### src/rtl/RISCV_pkg.sv
`default_nettype none
// ============================================================================
// Module      : RISCV_pkg
// Description : Shared types and constants for the 5-stage RISC-V pipeline.
//               Fetch-stage additions: fetch FSM state type and the NOP
//               bubble used to fill invalid IF/ID slots.
// Revision    : 1.0 - initial release
// ============================================================================
package RISCV_pkg;

  typedef logic [31:0] word_t;

  // Instruction-fetch handshake states.
  typedef enum logic [1:0] {
    REQ  = 2'd0,
    WAIT = 2'd1,
    HOLD = 2'd2,
    KILL = 2'd3
  } fetch_state_t;

  // addi x0,x0,0 : a harmless I-type with a zero immediate.
  localparam word_t NOP_INSTR = 32'h0000_0013;

endpackage
`default_nettype wire

### src/rtl/if_stage.sv
`default_nettype none
// ============================================================================
// Module      : if_stage
// Description : Instruction-fetch stage plus IF/ID pipeline register.
//               Single-outstanding request/response fetch from instruction
//               memory, one-entry hold buffer for decode stalls, flush and
//               refetch on taken branch/jump redirects.
// Ports       : clk, rst            - clock, async active-high reset
//               stall_2             - decode cannot accept (hold IF/ID)
//               redirect/redirect_pc- flush and refetch from new PC
//               imem_req/imem_addr  - fetch request (Moore outputs)
//               imem_gnt            - request accepted
//               imem_rvalid/rdata   - fetch response
//               Instruction_2/PC_2/valid_2 - IF/ID register to decode
// Revision    : 1.0 - initial release
// ============================================================================
module if_stage
  import RISCV_pkg::*;
#(
  parameter logic [31:0] RESET_PC = 32'h0000_0000
) (
  input  logic        clk,
  input  logic        rst,
  input  logic        stall_2,
  input  logic        redirect,
  input  logic [31:0] redirect_pc,
  output logic        imem_req,
  output logic [31:0] imem_addr,
  input  logic        imem_gnt,
  input  logic        imem_rvalid,
  input  logic [31:0] imem_rdata,
  output word_t       Instruction_2,
  output logic [31:0] PC_2,
  output logic        valid_2
);

  fetch_state_t state;
  logic [31:0]  fetch_pc;
  logic [31:0]  pend_pc;
  word_t        hold_instr;
  logic [31:0]  hold_pc;

  // Low two bits of the redirect target are ignored: fetches are word aligned.
  logic [31:0] redirect_target;
  assign redirect_target = redirect_pc & ~32'h0000_0003;

  // Moore request outputs; suppressed while reset is held.
  assign imem_req  = (state == REQ) && !rst;
  assign imem_addr = fetch_pc;

  always_ff @(posedge clk or posedge rst) begin
    if (rst) begin
      state         <= REQ;
      fetch_pc      <= RESET_PC;
      pend_pc       <= RESET_PC;
      hold_instr    <= NOP_INSTR;
      hold_pc       <= RESET_PC;
      Instruction_2 <= NOP_INSTR;
      PC_2          <= RESET_PC;
      valid_2       <= 1'b0;
    end else if (redirect) begin
      // Flush beats stall; PC_2 is left as-is. Leaving HOLD drops the buffer.
      fetch_pc      <= redirect_target;
      Instruction_2 <= NOP_INSTR;
      valid_2       <= 1'b0;
      case (state)
        REQ:     state <= imem_gnt ? KILL : REQ;
        WAIT:    state <= imem_rvalid ? REQ : KILL;
        HOLD:    state <= REQ;
        KILL:    state <= imem_rvalid ? REQ : KILL;
        default: state <= REQ;
      endcase
    end else begin
      // Drain to a bubble whenever decode accepts and nothing new arrives;
      // the loads below override this default.
      if (!stall_2) begin
        Instruction_2 <= NOP_INSTR;
        valid_2       <= 1'b0;
      end
      case (state)
        REQ: begin
          if (imem_gnt) begin
            pend_pc  <= fetch_pc;
            fetch_pc <= fetch_pc + 32'd4;
            state    <= WAIT;
          end
        end
        WAIT: begin
          if (imem_rvalid) begin
            if (!stall_2) begin
              Instruction_2 <= imem_rdata;
              PC_2          <= pend_pc;
              valid_2       <= 1'b1;
              state         <= REQ;
            end else begin
              hold_instr <= imem_rdata;
              hold_pc    <= pend_pc;
              state      <= HOLD;
            end
          end
        end
        HOLD: begin
          if (!stall_2) begin
            Instruction_2 <= hold_instr;
            PC_2          <= hold_pc;
            valid_2       <= 1'b1;
            state         <= REQ;
          end
        end
        KILL: begin
          // The squashed response is consumed and dropped.
          if (imem_rvalid) begin
            state <= REQ;
          end
        end
        default: state <= REQ;
      endcase
    end
  end

endmodule
`default_nettype wire

### config.mk
export PLATFORM = sky130hd
export DESIGN_NAME = if_stage
export DESIGN_NICKNAME = d
export VERILOG_FILES = /design/src/rtl/RISCV_pkg.sv /design/src/rtl/if_stage.sv
export SDC_FILE = /design/constraint.sdc
export NUM_CORES = 1
export LEC_CHECK = 0
export ABC_AREA = 0
export BUFFER_PORTS_ARGS = -buffer_cell sky130_fd_sc_hd__buf_2
export CAP_MARGIN = 20
export CORE_MARGIN = 2
export CORE_UTILIZATION = 45
export DETAILED_ROUTE_END_ITERATION = 7
export PLACE_DENSITY_LB_ADDON = 0.3
export SLEW_MARGIN = 20
export SYNTH_ARGS = -nofsm -noshare
export SYNTH_HDL_FRONTEND = slang
export SYNTH_SLANG_ARGS = --single-unit
export TNS_END_PERCENT = 50
### constraint.sdc
create_clock -name clk -period 5.5 [get_ports clk]
set_clock_uncertainty 0.15 [all_clocks]
set_input_delay 0 -clock clk [delete_from_list [all_inputs] [get_ports clk]]
set_output_delay 0 -clock clk [all_outputs]
set_load 0.02 [all_outputs]
Word-level counts from Yosys, hierarchy flattened
Index checks and enable logic that the tools add are counted.

Register bits: 195. Input port bits: 70. Word-level logic and storage cells: 60.

$add $sub $neg: 1. Equality and inequality tests: 10. Multiplexer cells: 28. Bitwise logic cells: 1. Reductions and logical operators: 12.

Operators by type and width (number): two-way mux 32 bit (11); one-hot mux 32 bit (2 select lines) (2); adder 32 x 3 -> 32 bit, second input constant (1); two-way mux 2 bit (8); != test 3 bit, second input constant (4); one-hot mux 2 bit (4 select lines) (1); AND reduction 4 bit (2); != test 2 bit, second input constant (3); one-hot mux 2 bit (3 select lines) (1); nonzero test 2 bit (3); AND reduction 5 bit (1); equality test 2 bit, second input constant (2); two-way mux 1 bit (4); AND reduction 3 bit (1); equality test 2 x 1 -> 1 bit, second input constant (1); zero test 2 bit (1); one-hot mux 1 bit (2 select lines) (1); AND reduction 2 bit (1); OR reduction 2 bit (1); logical AND 1 bit (1); zero test 1 bit (1); NOT 1 bit (1).

Logic depth before layout (Yosys ltp)
Word-level depth: 5. Mapped depth: 9. Depth with buffers taken out: 6.

Worst setup path after synthesis
Ideal clock, no wire load.

Path type: reg2reg. From: register state[0]. To: register fetch_pc[31], in the netlist imem_addr[31]. Setup time: 0.082 ns. Arrival time: 1.837 ns. Data required time: 5.268 ns. Slack: 3.431 ns. Cell stages (with the launch flop): 8. Buffers on the path: 1. Clock period less this slack: 2.069 ns. Cells stage by stage: dfrtp_1 -> inv_1 -> ha_1 -> and4_1 -> buf_4 -> nand4_4 -> or4_1 -> a31oi_1.

Cells in the longest elaborated chain, start to end: 3.

Ends and longest elaborated chain: start, declared (RTL line if_stage.sv:37) `fetch_state_t state;`; start signal, assigned (RTL line if_stage.sv:67) `REQ: state <= imem_gnt ? KILL : REQ;`; start signal, assigned (RTL line if_stage.sv:68) `WAIT: state <= imem_rvalid ? REQ : KILL;`; start signal, assigned (RTL line if_stage.sv:70) `KILL: state <= imem_rvalid ? REQ : KILL;`; zero test 2 bit (RTL line if_stage.sv:80) `case (state)`; nonzero test 2 bit (no line); AND reduction 2 bit (no line); end signal, assigned (RTL line if_stage.sv:63) `fetch_pc <= redirect_target;`; end signal, assigned (RTL line if_stage.sv:84) `fetch_pc <= fetch_pc + 32'd4;`; end, declared (RTL line if_stage.sv:38) `logic [31:0] fetch_pc;`.

Every way passes these cells. A chain may end at the register's enable or synchronous reset.

Worst setup path in the final report
From: register state[0]. To: register fetch_pc[30], in the netlist imem_addr[30].

Same word-level chain as after synthesis.

==> qor.txt <==
Status - completed
Worst IR Drop VDD - 0.2883 mV
Top-count cell post-synth - dfrtp_1
H-tree depth - 4
EDFF count, synth - 0
Via count - 6777
Crit path max fanout - 18
Grt total ovfl - 0
Slew Limit Fails - 0
Synth Register Bits - 187
Core area - 19590 sq um
CTS tree - done
CP arrival - 2.93 ns
Total CTS buffers - 17
Resized Gates After CTS - 0
Post-synth ARST share - 100.0%
Rows - 51
Commonest register cell after synthesis - dfrtp_1
PD cells - 470.6 nW/um^2
Max_cap viols - 0
Routed WL - 21250 um
Netlist cell types - 43
Static leakage - 4.965 nW
Fmax - 0.3643 GHz
Starting Density - 46.03%
Die height - 145.6 um
Vias in the first global route - 6952
# diodes - 0
Placed Area - 10010 sq um
Min Tclk post-route - 2.745 ns
Synth warnings - 0
Crit path required time - 5.69 ns
Top area cells in the synthesized netlist - dfrtp_1 50%, mux2_2 19%, nand2_1 3.7%
Detail Route Antenna Nets - 0
Vias/cell - 5.315
Hold Fails Final Rpt - 0
Clock transition at path regs - 0.06 ns
Post-route setup slack - 2.755 ns
Final Hold Slack - 0.02508 ns
Routability Congestion - 0.7297
CP Capture Type - flip-flop
RSZ-0062 raised after global routing - false
DRT iter0 DRCs - 306
Post-synthesis sequential area ratio - 51.98%
IO Pins - 168
# nets final - 1073
Area Overhead vs Synth - 25.16%
CP Class - flip-flop to flip-flop
Synthesized area per cell - 11.30 sq um
Layout cells sized above 1 - 36.34%
First-pass GRT wire length - 35940 um
Setup crit start kind - flip-flop
Die area - 21190 sq um
Final instance area - 11290 sq um
Synth area leader - dfrtp_1
Port Buf Inserts - 161
Post-CTS setup buffers - 0
Post-synth top cells - 181 x dfrtp_1, 151 x mux2_2, 90 x nand2_1, 48 x o21ai_0, 37 x clkbuf_1
Pin slew with the least headroom to its limit - 0.9548 ns
Routed len/inst - 16.67 um
Largest net degree at the start of global routing - 141
Hold Crit Class - primary input to flip-flop
Hold_buf cts - 65
DPL Wire Length - 12520 um
Setup-failing EPs final - 0
CTS Root Cell - clkbuf_16
Sum Neg Setup Slack - 0 ns
DRC Markers - 0
Post-Place Worst Slack - 2.747 ns
Clock sinks - 187
Skew-Pair Late Insertion Delay - 0.43 ns
Chip Width - 145.6 um
Drt pass-1 iters - 4
Util after Layout - 57.61%
Clock Path Buffers - 2
Slew HR - 36.34%
Synth Instances - 798
Total GRT Usage - 20.96%
Cell Area, Synth - 9017 sq um
Final cycle utilization of the critical path - 49.91%
Yosys top cell area share - 50.23%
Initial antenna violation count - 0
==> cell usage in the layout, fill, tap and decap left out, types with 4 or more instances in the layout <==
master and n:
dfstp_2 6, nand3b_1 31, inv_1 4, nand4_1 8
nand2_1 90, or3_1 4, and2_1 30, and3_1 5
mux2_2 151, dlygate4sd3_1 65, dfrtp_1 181, a31oi_1 16
a22o_1 4, nor2b_1 6, a21boi_0 29, ha_1 5
or4_1 12, clkinv_4 4, o31ai_1 10, clkbuf_8 4
nor2_1 14, clkbuf_16 17, nand3_1 10, buf_4 10
a21oi_1 29, conb_1 4, and4_1 7, xor2_1 10
o21ai_0 48, buf_2 161
==> critical path: stages (launching register included) <==
cell and delay [ns]:
dfrtp_1 0.41, inv_1 0.14, ha_1 0.35, and4_1 0.23
nand4_1 0.55, or4_1 0.62, a31oi_1 0.19
==> path summary, 6_finish.rpt <==
path | cells past startpoint | start | slack, ns | endpoint
max in group asynchronous | 4 | rst | 3.80 | hold_pc[13]$_DFFE_PP0P_
min reg2reg | 1 | hold_instr[10]$_DFFE_PP0P_ | 0.35 | hold_instr[10]$_DFFE_PP0P_
max | 6 | state[0]$_DFFE_PP0P_ | 2.76 | imem_addr[30]$_DFFE_PP0P_
max reg2reg | 6 | state[0]$_DFFE_PP0P_ | 2.76 | imem_addr[30]$_DFFE_PP0P_
min in group asynchronous | 3 | rst | 0.17 | PC_2[4]$_DFFE_PP0P_
min | 5 | imem_gnt | 0.03 | state[0]$_DFFE_PP0P_
==> through the flow <==
step	power (mW)	std cells
floorplan	3.511	801
global placement	4.007	1177
detailed placement	4.067	1177
CTS	5.370	1274
global route	5.652	1275
finish	5.311	1275
==> where the power goes <==
group	internal, mW	switching (mW)	total, mW
logic	0.927	0.958	1.89
registers	1.90	0.284	2.18
clock network	0.720	0.523	1.24
total	3.55	1.77	5.31
==> registers in the layout (all words and copies together), names as in the netlist <==
name / flops
imem_addr: 30
hold_instr: 32
state: 2
pend_pc: 30
valid_2: 1
PC_2: 30
Instruction_2: 32
hold_pc: 30
==> area by class of cell <==
| cell class | count | area, sq um |
|---|---|---|
| clock buffer | 23 | 488.0 |
| clock inverter | 9 | 112.6 |
| fill | 1703 | 8304 |
| inverter | 6 | 30.03 |
| multi-input combinational | 548 | 4085 |
| sequential | 187 | 4687 |
| tap | 265 | 331.6 |
| timing repair buffer | 237 | 1551 |
==> cell families after synthesis <==
kind of cell	synth area share, %
fa+ha+maj	0.8325
compound gates	10.17
other cells	0.04159
mux	18.97
flops	51.98
xor+xnor	1.068
buf+inv	3.191
simple gates	13.75
==> routing by layer <==
metal / vias up / wire [um] / track usage [%]
met1: 3376 / 9797 / 27.57
met4: 0 / 196 / 4.608
li1: 3234 / - / -
met3: 18 / 966 / 5.361
met2: 149 / 10290 / 35.19
met5: - / 0 / 0
Note: power is estimated with default switching activity, not from simulation.
